<file path="src/rtl/shift_pkg.sv">
// Shared types and helpers for the universal shift register.
package shift_pkg;

    typedef enum logic [2:0] {
        OP_HOLD = 3'd0,
        OP_LOAD = 3'd1,
        OP_SHL  = 3'd2,
        OP_SHR  = 3'd3,
        OP_ROL  = 3'd4,
        OP_ROR  = 3'd5,
        OP_ASR  = 3'd6
    } op_e;

    typedef enum logic {
        ST_IDLE = 1'b0,
        ST_RUN  = 1'b1
    } state_e;

    function automatic logic is_shift_op(input logic [2:0] op);
        return (op >= 3'd2) && (op <= 3'd6);
    endfunction

endpackage

</file>
<file path="src/rtl/shift_unit.sv">
// Combinational next value and shifted-out bit for one operation.
module shift_unit
    import shift_pkg::*;
#(
    parameter int WIDTH = 8
) (
    input  logic [WIDTH-1:0] d,
    input  logic [2:0]       op,
    input  logic [WIDTH-1:0] load_data,
    input  logic             ser_in,
    output logic [WIDTH-1:0] nxt,
    output logic             out_bit,
    output logic             out_upd
);

    always_comb begin
        nxt     = d;
        out_bit = 1'b0;
        out_upd = 1'b0;
        case (op)
            OP_LOAD: nxt = load_data;
            OP_SHL: begin
                nxt     = {d[WIDTH-2:0], ser_in};
                out_bit = d[WIDTH-1];
                out_upd = 1'b1;
            end
            OP_SHR: begin
                nxt     = {ser_in, d[WIDTH-1:1]};
                out_bit = d[0];
                out_upd = 1'b1;
            end
            OP_ROL: begin
                nxt     = {d[WIDTH-2:0], d[WIDTH-1]};
                out_bit = d[WIDTH-1];
                out_upd = 1'b1;
            end
            OP_ROR: begin
                nxt     = {d[0], d[WIDTH-1:1]};
                out_bit = d[0];
                out_upd = 1'b1;
            end
            OP_ASR: begin
                nxt     = {d[WIDTH-1], d[WIDTH-1:1]};
                out_bit = d[0];
                out_upd = 1'b1;
            end
            default: ;
        endcase
    end

endmodule

</file>
<file path="src/rtl/shift_reg_univ.sv">
// Universal shift register with direct ops and an autonomous N-shift burst engine.
module shift_reg_univ
    import shift_pkg::*;
#(
    parameter int WIDTH = 8,
    parameter int CNT_W = $clog2(WIDTH + 1)
) (
    input  logic             clk_in,
    input  logic             rst_n,
    input  logic             en,
    input  logic [2:0]       op,
    input  logic [WIDTH-1:0] load_data,
    input  logic             ser_in,
    input  logic             start,
    input  logic [CNT_W-1:0] burst_len,
    output logic [WIDTH-1:0] data_out,
    output logic             ser_out,
    output logic             busy,
    output logic             done
);

    state_e             state_q, state_d;
    op_e                op_q, op_d;
    logic [CNT_W-1:0]   cnt_q, cnt_d;
    logic [WIDTH-1:0]   data_q, data_d;
    logic               ser_q, ser_d;
    logic               done_q, done_d;

    logic [2:0]         unit_op;
    logic [WIDTH-1:0]   unit_nxt;
    logic               unit_bit;
    logic               unit_upd;

    // During a burst the latched op drives the datapath; live op is ignored.
    assign unit_op = (state_q == ST_RUN) ? op_q : op;

    shift_unit #(.WIDTH(WIDTH)) u_shift_unit (
        .d         (data_q),
        .op        (unit_op),
        .load_data (load_data),
        .ser_in    (ser_in),
        .nxt       (unit_nxt),
        .out_bit   (unit_bit),
        .out_upd   (unit_upd)
    );

    always_comb begin
        state_d = state_q;
        op_d    = op_q;
        cnt_d   = cnt_q;
        data_d  = data_q;
        ser_d   = ser_q;
        done_d  = 1'b0;
        if (en) begin
            case (state_q)
                ST_IDLE: begin
                    if (start && is_shift_op(op)) begin
                        op_d  = op_e'(op);
                        cnt_d = burst_len;
                        if (burst_len != '0) state_d = ST_RUN;
                        else                 done_d  = 1'b1;
                    end else begin
                        data_d = unit_nxt;
                        if (unit_upd) ser_d = unit_bit;
                    end
                end
                ST_RUN: begin
                    data_d = unit_nxt;
                    if (unit_upd) ser_d = unit_bit;
                    cnt_d = cnt_q - CNT_W'(1);
                    if (cnt_q == CNT_W'(1)) begin
                        state_d = ST_IDLE;
                        done_d  = 1'b1;
                    end
                end
                default: state_d = ST_IDLE;
            endcase
        end
    end

    always_ff @(posedge clk_in or negedge rst_n) begin
        if (!rst_n) begin
            state_q <= ST_IDLE;
            op_q    <= OP_HOLD;
            cnt_q   <= '0;
            data_q  <= '0;
            ser_q   <= 1'b0;
            done_q  <= 1'b0;
        end else begin
            state_q <= state_d;
            op_q    <= op_d;
            cnt_q   <= cnt_d;
            data_q  <= data_d;
            ser_q   <= ser_d;
            done_q  <= done_d;
        end
    end

    assign data_out = data_q;
    assign ser_out  = ser_q;
    assign busy     = (state_q == ST_RUN);
    assign done     = done_q;

endmodule

</file>
<file path="config.mk">
export PLATFORM = sky130hd
export DESIGN_NAME = shift_reg_univ
export DESIGN_NICKNAME = d
export VERILOG_FILES = /design/src/rtl/shift_pkg.sv /design/src/rtl/shift_unit.sv /design/src/rtl/shift_reg_univ.sv
export SDC_FILE = /design/constraint.sdc
export NUM_CORES = 1
export LEC_CHECK = 0
export BUFFER_PORTS_ARGS = -buffer_cell sky130_fd_sc_hd__buf_4
export CORE_MARGIN = 3
export CORE_UTILIZATION = 42
export CTS_CLUSTER_DIAMETER = 30
export CTS_CLUSTER_SIZE = 40
export DETAILED_ROUTE_END_ITERATION = 6
export GPL_TIMING_DRIVEN = 1
export PLACE_DENSITY = 0.72
export SLEW_MARGIN = 5
export SYNTH_ARGS = -nofsm -noshare
export SYNTH_HDL_FRONTEND = slang
export SYNTH_SLANG_ARGS = --single-unit
</file>
<file path="constraint.sdc">
create_clock -name clk_in -period 2.6 [get_ports clk_in]
set_input_delay 0.26 -clock clk_in [delete_from_list [all_inputs] [get_ports clk_in]]
set_output_delay 0.26 -clock clk_in [all_outputs]
set_load 0.02 [all_outputs]
</file>
# Word level (Yosys, flattened, before mapping)

Index checks and enable logic that the tools add are counted.

Register bits after elaboration: 18
Logic and storage cells: 48

Bitwise gates (word level): 1
Magnitude comparators: 2
Add/subtract/negate cells: 1
Muxes and demuxes: 20
Reduce and logical (&&, ||, !) cells: 9
Equality and inequality tests: 9

Operators with widths:

| operator            | number |
|---|---|
| $pmux 8 s6          | 1 |
| $pmux 8 s2          | 1 |
| $mux 1              | 10 |
| $eq 3x3->1 const B  | 3 |
| $mux 8              | 1 |
| $pmux 1 s2          | 4 |
| $pmux 4 s2          | 1 |
| $eq 3x2->1 const B  | 2 |
| $reduce_or 5->1     | 1 |
| $eq 4x1->1 const B  | 1 |
| $mux 4              | 1 |
| $ne 2x2->1 const B  | 2 |
| $reduce_and 2->1    | 2 |
| $reduce_bool 4->1   | 1 |
| $sub 4x1->4 const B | 1 |
| $eq 3x1->1 const B  | 1 |
| $ge 3x2->1 const B  | 1 |
| $le 3x3->1 const B  | 1 |
| $mux 3              | 1 |
| $reduce_and 3->1    | 1 |
| $reduce_or 3->1     | 1 |
| $logic_and 1x1->1   | 2 |
| $reduce_or 2->1     | 1 |
| $not 1->1           | 1 |

# Longest topological paths before layout

Depth after elaboration: 7
Depth in mapped cells: 7

# Cells and area by module

Synthesis repeated with hierarchy kept, for this count alone.

Cells, all modules: 127
Area total of the unflattened synthesis: 1,351.3 µm²

By module, submodules not included:

| module         | cells an instance | seq. area each (µm²) | area each (µm²) | times used |
|---|---|---|---|---|
| shift_reg_univ | 75                | 450.4                | 913.4           | 1 |
| shift_unit     | 52                | 0.0                  | 437.9           | 1 |

# Worst setup path before layout

Ideal clock, no wire load.

Path type: register to register
Start point: reg state_q (netlist: busy)
End point: reg data_q[1] (netlist: data_out[1])
Clock period less this slack: 1,959 ps
Setup slack: 641 ps
Data arrival time: 1,834 ps
Buffers on the path: 2
Data required time: 2,475 ps
Cell stages (with the launch flop): 7
Cells stage by stage: dfrtp_1 buf_6 buf_6 mux2_4 nand3_2 nor3b_4 mux2_2

Longest elaborated chain between the ends: 5
Elaborated cells on any way between the ends: 13
Those cells by class: eq/ne: 7; mux: 4; bitwise: 1; reduce/logical: 1

RTL lines:

| item                               | line                 | text |
|---|---|---|
| start: declaration                 | shift_reg_univ.sv:22 | `state_e state_q, state_d;` |
| start signal: assignment           | shift_reg_univ.sv:90 | `state_q <= state_d;` |
| $mux 3                             | shift_reg_univ.sv:35 | `assign unit_op = (state_q == ST_RUN) ? op_q : op;` |
| $eq 3x3->1 (tied with other cells) | shift_unit.sv:20     | `case (op)` |
| $pmux 8 s6                         | shift_unit.sv:20     |  |
| $mux 8                             | shift_reg_univ.sv:57 | `if (start && is_shift_op(op)) begin` |
| $pmux 8 s2                         | shift_reg_univ.sv:55 | `case (state_q)` |
| end signal: assignment             | shift_reg_univ.sv:93 | `data_q <= data_d;` |
| end: declaration                   | shift_reg_univ.sv:25 | `logic [WIDTH-1:0] data_q, data_d;` |

Parallel ways exist; a longest one is shown, timed or not. The select of a mux whose other input is x is not followed.
A chain may end at the register's enable or synchronous reset.

# Worst setup path in the final report

Start point: reg state_q (netlist: busy)
End point: reg data_q[6] (netlist: data_out[6])

The elaborated chain is that of the path after synthesis.

==> metrics.md <==
| Metric | Value |
|---|---|
| Largest net degree at the start of global routing | 19 |
| Ports | 31 |
| Stages on the worst setup path | 5 |
| Layout cell share with drive strength beyond 1 | 0.3394 |
| Post-route DRC | 0 |
| Clock transition at path regs | 110 ps |
| #FFs+latches synth | 18 |
| Number of vias per cell | 5.796 |
| Slew headroom | 0.4763 |
| Syn Std Cell Area | 1237 sq um |
| Clk pwr share | 0.089 |
| Critical-path cell list | mux2i_2 -> xnor2_2 -> a211oi_1 -> a221o_1 -> mux2_2 |
| Dominant cells by area after synthesis | dfrtp_1 36%, mux2_2 9.1%, nand2_1 5.8%, a21oi_1 5.3%, a221o_1 4.9% |
| Top FF cell, synth | dfrtp_1 |
| P&R area growth vs syn | 24.06% |
| Fin nets | 188 |
| PnR worst setup slack | 375.9 ps |
| Synth Instances | 131 |
| Gpl congestion | 0.8556 |
| Initial antenna violation count | 0 |
| Switching part of the total | 0.4579 |
| Sequential share of power | 0.291 |
| Vias | 1136 |
| GR Overflow Total | 0 |
| CP max stage cell | dfrtp_1 |
| Antenna violation net count after detailed routing | 0 |
| Final setup viols | 0 |
| Slowest stage delay, CP | 740 ps |
| Worst-path fanout max | 15 |
| Fill cells | 260 |
| Cell Area, Placed | 1489 sq um |
| Final hold violation count | 0 |
| Clk_lat worst skew | 300 ps |
| Comb power frac | 0.620 |
| Family with the most delay on the worst path | flip-flops |
| Final core utilization | 0.5520 |
| RSZ-0062 raised after global routing | no |
| Reg2Reg Depth | 5 |
| First-pass GRT wire length | 4.823 mm |
| WHS | 225.8 ps |
| Top cell type's share of synthesized area | 0.3640 |
| Number of CTS-inserted buffers | 3 |
| Setup crit start kind | flip-flop |
| # diodes | 0 |
| Vias in the first global route | 1095 |
| R2R setup slack | 380 ps |
| Synth Area in Compound Gates | 0.2093 |
| Sink Count | 18 |
| Simple-Gate Fraction of Synth Area | 0.1871 |
| Clock Path Buffers | 2 |
| Syn_nets | 153 |
| Post-synthesis mux area share | 0.1689 |
| Largest family of logic cells by synthesized area | compound AO/OA/AOI/OAI gates |
| Buf+Inv Stages, Crit Path | 0 |
| R2r startpoint | busy$_DFFE_PN0P_ |
| Total power | 2.032 mW |
| Clock root cell | clkbuf_4 |
| # port buffers | 30 |
| Router iterations before antenna repair | 5 |
| All-Layer GR Usage | 0.1738 |
| WP data arrival | 2420 ps |
| Core area | 2781 sq um |
| Post-synthesis xor/xnor area fraction | 0.01314 |
| Cell Int Power | 1.102 mW |
| Max Slew Vio Count | 0 |
| Max Freq | 449.6 MHz |
| Final wirelength | 2.891 mm |
| Final Skew | 8.288 ps |
| Initial core utilization | 0.4449 |
| Worst-Margin Slew | 778.9 ps |
| Mean post-synth cell area | 9.446 sq um |
| Ys async rst share | 1.000 |
| Synth Warn # | 0 |
| Placement Rows | 19 |
| Tmin final | 2224 ps |
| CP startpoint | busy$_DFFE_PN0P_ |
| Total negative slack | 0 ps |
| Tcrit/Tclk final | 0.8554 |
| Total power per unit cell area | 1324 nW/um^2 |
| Post-DP HPWL | 2.181 mm |
| Pre-CTS WS | 367.7 ps |
| CP endpoint kind | flip-flop |
| Initial DRC Count | 44 |
| Multi-input logic area | 740.7 sq um |
| Post-route cell area | 1535 sq um |
| RR Endpoint | data_out[6]$_DFFE_PN0P_ |
| Largest vdd supply drop | 0.8999 mV |
| Area leader, netlist | dfrtp_1 |
| Kind of critical path | reg -> reg |
| Non-Filler Instances | 196 |
| Post CTS Setup Buffer Count | 0 |
| Die area | 3634 sq um |
| Sequential fraction of the synthesis area | 0.3640 |
| Worst EP required | 2790 ps |
| CTS H-tree depth | 1 |
| Status | completed |
| Post-Synth Adder-Cell Area | 0.02022 |
| Library cells used by synthesis | 37 |
| Sequential Area | 450.4 sq um |
| P_sw | 930.5 uW |
| CTS tree | built |
| LEAKAGE | 0.6943 nW |
| Max Cap Viol | 0 |
| Placed Cells | 191 |
| Chip height | 60.28 um |
| Post-synth EDFFs | 0 |
| Worst Hold Class | in -> reg |
| Die Wd | 60.28 um |
| Hold Path Cell Cnt | 2 |
| Drt wl/cell | 14.75 um |
| CP endpoint | data_out[6]$_DFFE_PN0P_ |
[power groups by stage]
| stage | logic, mW | registers (mW) | clock network (mW) |
|---|---|---|---|
| floorplan | 0.881 | 0.633 | 0 |
| global placement | 1.23 | 0.590 | 0 |
| detailed placement | 1.26 | 0.600 | 0 |
| CTS | 1.27 | 0.592 | 0.192 |
| global route | 1.39 | 0.619 | 0.196 |
| finish | 1.26 | 0.592 | 0.181 |
[layout by cell type (no fill, tap or decap), types with 2 or more instances in the layout]
cell type,n
and3_1,2
dfrtp_1,18
nand3_1,3
nor2_1,10
inv_1,5
nand2_1,19
nor3_1,2
mux2_4,2
clkbuf_4,3
mux2_2,10
a221o_1,6
a211oi_1,4
o21ai_0,8
ha_1,2
a21oi_1,13
mux2i_1,3
buf_4,32
nor4_1,2
[worst register-to-register path: stages (launching register included)]
cell,delay [ps]
dfrtp_1,740
mux2i_2,480
xnor2_2,260
a211oi_1,100
a221o_1,280
mux2_2,260
[what timing repair did]
action                                 4_1_cts  5_1_grt
endpoints found under the hold margin       18        0
hold buffers                                 1        0
resized for setup                            0        0
[logic make-up (layout without fill, tap and decap cells)]
kind of cell | Yosys count | count (layout)
AND/OR/NAND/NOR | 46 | 46
AO/OA/AOI/OAI | 39 | 39
flip-flops | 18 | 18
multiplexers | 17 | 17
buffers and inverters | 8 | 42
adder cells (fa/ha/maj) | 2 | 2
XOR/XNOR | 1 | 1
[registers in the layout, indices dropped and copies added (netlist names)]
signal	flops
busy	1
cnt_q	4
data_out	8
done	1
op_q	3
ser_out	1
[synth_stat cells, drive strengths merged, types with 3 or more instances]
cell type	count
a211oi	4
a21oi	13
a221o	6
buf	3
dfrtp	18
inv	5
mux2	12
mux2i	5
nand2	20
nand3	4
nor2	10
nor3	3
o21ai	8
[how the worst min path moves through the flow]
stage               slack (ps)                 endpoint  startpoint
floorplan                  -40         busy$_DFFE_PN0P_       rst_n
global placement           140      ser_out$_DFFE_PN0P_       rst_n
detailed placement         150  data_out[7]$_DFFE_PN0P_       rst_n
CTS                        210      op_q[0]$_DFFE_PN0P_       op[0]
global route               210      op_q[0]$_DFFE_PN0P_       op[0]
finish                     230      op_q[0]$_DFFE_PN0P_       op[0]
[final cells by class]
cell class	instances	share of cell area
well taps	31	0.02526
clock buffers	4	0.02363
inverters	5	0.01222
repair buffers	33	0.1630
multi-input cells	105	0.4825
flip-flops and latches	18	0.2934
[routing by layer]
layer / GRT usage / routed length (um) / vias up
li1: - / - / 561
met1: 0.2069 / 1217 / 539
met2: 0.3086 / 1469 / 32
met3: 0.03888 / 167 / 4
met4: 0.05063 / 36 / 0
met5: 0 / 0 / -
Power figures use the tool's default switching activity.
